`src/rtl/mem_arb_pkg.sv`:
```
// Shared types for the instruction/data memory arbiter.
//   arb_state_e          : arbiter FSM state
//   DEFAULT_MAX_D_STREAK : default data-grant streak limit while a fetch waits
//   port_access_t        : one latched access on the shared memory port
package mem_arb_pkg;

  typedef enum logic [1:0] {
    IDLE    = 2'd0,
    SERVE_D = 2'd1,
    SERVE_I = 2'd2
  } arb_state_e;

  localparam int unsigned DEFAULT_MAX_D_STREAK = 4;

  typedef struct packed {
    logic [31:0] addr;
    logic [31:0] wdata;
    logic [3:0]  be;
    logic        we;
  } port_access_t;

endpackage

```
`src/rtl/mem_arbiter.sv`:
```
// Arbitrates a fetch port and a load/store port onto one registered memory port.
// Data accesses win by default; after MAX_D_STREAK consecutive data grants with
// a fetch waiting, the fetch is granted next.
// Ports:
//   clk, rst                          clock, synchronous active-high reset
//   if_req/if_addr -> if_ack/if_rdata fetch requester (level request, pulse ack)
//   d_read/d_write/d_addr/d_wdata/d_be -> d_ack/d_rdata  load/store requester
//   mem_req/mem_we/mem_addr/mem_wdata/mem_be, mem_rdata/mem_ready  memory port
//   stall                             combinational pipeline stall
module mem_arbiter
  import mem_arb_pkg::*;
#(
  parameter int unsigned MAX_D_STREAK = DEFAULT_MAX_D_STREAK
) (
  input  logic        clk,
  input  logic        rst,
  input  logic        if_req,
  input  logic [31:0] if_addr,
  output logic        if_ack,
  output logic [31:0] if_rdata,
  input  logic        d_read,
  input  logic        d_write,
  input  logic [31:0] d_addr,
  input  logic [31:0] d_wdata,
  input  logic [3:0]  d_be,
  output logic        d_ack,
  output logic [31:0] d_rdata,
  output logic        mem_req,
  output logic        mem_we,
  output logic [31:0] mem_addr,
  output logic [31:0] mem_wdata,
  output logic [3:0]  mem_be,
  input  logic [31:0] mem_rdata,
  input  logic        mem_ready,
  output logic        stall
);

  localparam int unsigned STREAK_W =
    ($clog2(MAX_D_STREAK + 1) > 3) ? $clog2(MAX_D_STREAK + 1) : 3;
  localparam logic [STREAK_W-1:0] STREAK_LIMIT = STREAK_W'(MAX_D_STREAK);

  arb_state_e          state;
  arb_state_e          next_state;
  logic                d_pend;
  logic                grant_d;
  logic                grant_i;
  logic                done_d;
  logic                done_i;
  logic [STREAK_W-1:0] streak;
  port_access_t        acc_q;
  port_access_t        acc_next;

  assign d_pend = d_read | d_write;
  assign stall  = (if_req & ~if_ack) | (d_pend & ~d_ack);

  assign mem_we    = acc_q.we;
  assign mem_addr  = acc_q.addr;
  assign mem_wdata = acc_q.wdata;
  assign mem_be    = acc_q.be;

  // State register
  always_ff @(posedge clk) begin
    if (rst) state <= IDLE;
    else     state <= next_state;
  end

  // Next state. The ack cycle is the mandatory IDLE gap: requesters are still
  // dropping their request there, so no grant is made in it.
  always_comb begin
    next_state = state;
    grant_d    = 1'b0;
    grant_i    = 1'b0;
    unique case (state)
      IDLE: begin
        if (!(if_ack | d_ack)) begin
          if (d_pend && (!if_req || (streak < STREAK_LIMIT))) begin
            grant_d    = 1'b1;
            next_state = SERVE_D;
          end else if (if_req) begin
            grant_i    = 1'b1;
            next_state = SERVE_I;
          end
        end
      end
      SERVE_D, SERVE_I: begin
        if (mem_ready) next_state = IDLE;
      end
      default: next_state = IDLE;
    endcase
  end

  // Output decode: access fields to latch on a grant, completion strobes.
  always_comb begin
    acc_next = acc_q;
    if (grant_d) begin
      acc_next.addr  = d_addr;
      acc_next.wdata = d_wdata;
      acc_next.we    = d_write;
      acc_next.be    = d_write ? d_be : 4'hF;
    end else if (grant_i) begin
      acc_next.addr  = if_addr;
      acc_next.wdata = '0;
      acc_next.we    = 1'b0;
      acc_next.be    = 4'hF;
    end
    done_d = (state == SERVE_D) && mem_ready;
    done_i = (state == SERVE_I) && mem_ready;
  end

  // Registered memory port, acks, read data and streak counter.
  always_ff @(posedge clk) begin
    if (rst) begin
      acc_q    <= '0;
      mem_req  <= 1'b0;
      if_ack   <= 1'b0;
      d_ack    <= 1'b0;
      if_rdata <= '0;
      d_rdata  <= '0;
      streak   <= '0;
    end else begin
      acc_q   <= acc_next;
      mem_req <= (next_state != IDLE);
      if_ack  <= done_i;
      d_ack   <= done_d;
      if (done_i) if_rdata <= mem_rdata;
      // Stores (including read+write together) leave d_rdata untouched.
      if (done_d && !acc_q.we) d_rdata <= mem_rdata;
      if (grant_i) begin
        streak <= '0;
      end else if (grant_d) begin
        if (!if_req)          streak <= '0;
        else if (streak != '1) streak <= streak + 1'b1;
      end
    end
  end

endmodule

```
`config.mk`:
```
export PLATFORM = sky130hd
export DESIGN_NAME = mem_arbiter
export DESIGN_NICKNAME = d
export VERILOG_FILES = /design/src/rtl/mem_arb_pkg.sv /design/src/rtl/mem_arbiter.sv
export SDC_FILE = /design/constraint.sdc
export NUM_CORES = 1
export LEC_CHECK = 0
export CORE_UTILIZATION = 40
export DETAILED_ROUTE_END_ITERATION = 8
export PLACE_DENSITY_LB_ADDON = 0.12
export SLEW_MARGIN = 30
export SYNTH_ARGS = -nofsm -noshare
export SYNTH_HDL_FRONTEND = slang
export SYNTH_SLANG_ARGS = --single-unit
```
`constraint.sdc`:
```
create_clock -name clk -period 2.2 [get_ports clk]
set_clock_uncertainty 0.15 [all_clocks]
set_input_delay 0.44 -clock clk [delete_from_list [all_inputs] [get_ports clk]]
set_output_delay 0.44 -clock clk [all_outputs]
set_load 0.1 [all_outputs]
```
==> metrics.md <==
| Metric | Value |
|---|---|
| CP max stage cell | `clkdlybuf4s50_1` |
| Skew-Pair Late Insertion Delay | `410 ps` |
| First-pass GRT wire length | `roughly 26 mm` |
| Fillcell total | `1,145` |
| Maximum vdd drop | `0.615 mV` |
| FMAX | `467 MHz` |
| TritonCTS clock tree | `done` |
| CTS Buf Count | `17` |
| Synthesized area | `0.00543 mm^2` |
| Die height | `118 um` |
| Synth Warn # | `0` |
| RD Place Congestion | `0.824` |
| Setup WS pre-CTS | `-199 ps` |
| Most common cell after layout, fill and taps aside | `nand2_1` |
| H-tree depth | `4` |
| Syn Inst Count | `approximately 640` |
| DRT iter0 DRCs | `287` |
| Routed wire length | `16.6 mm` |
| Synth Net Count | `786` |
| Worst hold path depth | `2` |
| FF+latch count, synth | `141` |
| Vias in the first global route | `5,262` |
| Largest net degree at the start of global routing | `55` |
| Max Slew Vio Count | `0` |
| Lkg Pwr | `3.54 nW` |
| Crit end category | `output port` |
| Clk root buf | `clkbuf_16` |
| Count of hold-fix buffers inserted at cts | `0` |
| Via count | `5,484` |
| Per-cell routed wire length | `approximately 15 um` |
| Hold path start | `rst` |
| Max clock buf depth | `2` |
| Core Area | `0.0132 mm^2` |
| CP required | `1610 ps` |
| Max capacitance violation total | `0` |
| Syn_area_per_cell | `8.45 um^2` |
| Worst slew pin tran | `about 680 ps` |
| Die area | `0.0140 mm^2` |
| Status | `finished, final reports clean` |
| Xor and xnor area share after synthesis | `0%` |
| Total power draw | `8.73 mW` |
| Crit start category | `input pin` |
| Register area share after synthesis | `a little over half` |
| Layout cells sized above 1 | `25.1%` |
| Largest fanout on the critical path | `4` |
| Crit Path Category | `input pin to output port` |
| Die Span X | `118 um` |
| Cell family with most CP delay | `buffers and inverters` |
| Largest family of logic cells by synthesized area | `compound AO/OA/AOI/OAI gates` |
| Starting Density | `41.0%` |
| Pwr dens | `between 1000 and 1500 mW/mm^2` |
| Cell Rows | `42` |
| Initial antenna violation count | `0` |
| Normalized max-slew margin | `54.9%` |
| Compound-gate portion of the synthesized area | `22.6%` |
| WHS Endpoint | `d_ack` |
| CP Cell Sequence | `clkdlybuf4s50_1 -> nor2_2 -> o22ai_4 -> buf_12` |
| Gr usage total | `a little under a quarter` |
| Final Net Count | `1,051` |
| FF-to-FF Start | `state[1]` |
| Diode count | `0` |
| Most frequent cells in the layout | `nand2_1 (167), buf_4 (146), dfxtp_1 (139)` |
| Ports | `275` |
| Fin crit share | `97.4%` |
| Final hold violation count | `0` |
| Final ANT Viol Nets | `0` |
| Final Util | `65.6%` |
| Post-synthesis cell type count | `33` |
| Unrepaired setup endpoints after global routing | `no` |
| Area Overhead vs Synth | `60.0%` |
| Register-to-Register Path Depth | `6` |
| Proportion of synthesized area in mux cells | `0%` |
| Worst-path clk slew | `50 ps` |
| Global route overflow | `0` |
| Hold crit path type | `input pin to flop` |
| Post-DP HPWL | `11.7 mm` |
| CP Buf/Inv Count | `2` |
| Final setup viols | `0` |
| Final setup margin | `56.8 ps` |
| 1st-pass router iterations | `5` |
| Vias per Instance | `roughly 5.0` |
| Worst R2R End | `d_rdata[16]` |
| Worst R2R Setup Slack | `~290 ps` |
| Worst EP arrival | `1550 ps` |
| IO Port Bufs | `274` |
| Postcts setup bufs | `0` |
| Crit-path max cell delay | `about 440 ps` |
| Number of remaining DRC errors | `0` |
| Post-Synth Adder-Cell Area | `1.38%` |
| Synth Area in Simple Gates | `between 10% and 20%` |
| Fin crit period | `2140 ps` |
| TritonCTS Sinks | `141` |
## metal layers
metal	part of all wire (%)	routed length (um)	up-vias	global-route usage, %
met5	0	0	-	0
met2	51	8420	191	41.8
met1	41	6780	2574	26.9
li1	-	-	2692	-
met3	6.1	1020	27	6.37
met4	2.2	372	0	9.81
## cells by family (layout without fill, tap and decap cells)
group / after synthesis / after routing
and+or+nand+nor: 263 / 263
adders and majority gates: 6 / 6
DFF: 141 / 141
buffers and inverters: 54 / 328
AOI/OAI and AO/OA: 178 / 178
## timing repair
item,4_1_cts,5_1_grt
setup endpoints to repair,1,0
endpoints found under the hold margin,0,0
resized for setup,1,0
## final cells by class
cell class              count  area (um^2)  share of cell area, %
repair buffers            296         2740                   31.5
clock buffers              25          465                   5.36
inverters                   4         15.0                  0.173
multi-input cells         447         2380                   27.4
well taps                 176          220                   2.54
clock inverters             3         40.0                  0.461
flip-flops and latches    141         2830                   32.5
## synthesized netlist by cell type
cell	number	area share [%]
nand2_1	167	12
dfxtp_1	141	52
a21oi_1	100	9.2
nor2_1	70	4.8
clkbuf_1	34	2.4
a22oi_1	32	4.4
a211oi_2	26	6.0
buf_2	10	0.92
nor2_2	10	1.2
a211oi_1	7	0.97
ha_1	6	1.4
nor3_1	5	0.46
o21ai_0	4	0.37
buf_4	3	0.42
buf_6	3	0.62
or2_2	3	0.35
inv_1	2	0.14
inv_2	2	0.14
nand3_1	2	0.18
o211ai_1	2	0.28
a2111oi_4	1	0.51
a211o_1	1	0.16
a2bb2oi_1	1	0.16
a311oi_1	1	0.16
a31oi_1	1	0.12
and2_1	1	0.12
and2_2	1	0.14
nand3b_1	1	0.14
nor2b_1	1	0.12
nor3_2	1	0.18
nor3b_1	1	0.14
o21bai_1	1	0.14
o22ai_1	1	0.12
## worst max-delay path by stage
stage                                to  slack, ps  startpoint  depth (start not counted)
after floorplan             d_rdata[11]        130      mem_we                          5
after global routing              stall          8     d_write                          4
after CTS                         stall         40     d_write                          4
after detailed placement   mem_wdata[4]       -200     d_write                          6
after global placement    mem_wdata[18]       -110     d_write                          7
final                             stall         60     d_write                          4
## sequential cells by signal (all words and copies together) (netlist names)
signal and count:
d_ack 1, d_rdata 32, if_ack 1, if_rdata 32, mem_addr 32, mem_be 4
mem_req 1, mem_wdata 32, mem_we 1, state 2, streak 3
## through the flow
step	std cells	instance area, um^2	hold WS, ps	setup TNS, ps
after floorplan	642	5440	303	0
after global placement	1064	8170	292	-4760
after detailed placement	1064	8170	298	-9390
after CTS	1092	8680	282	0
after global routing	1092	8680	304	0
final	1092	8680	300	0
## power by group
part | internal [mW] | total [mW] | switching (mW)
Combinational | 0.912 | 3.30 | 2.38
Clock | 1.55 | 2.50 | 0.952
Sequential | 2.79 | 2.93 | 0.138
Power figures use the tool's default switching activity.
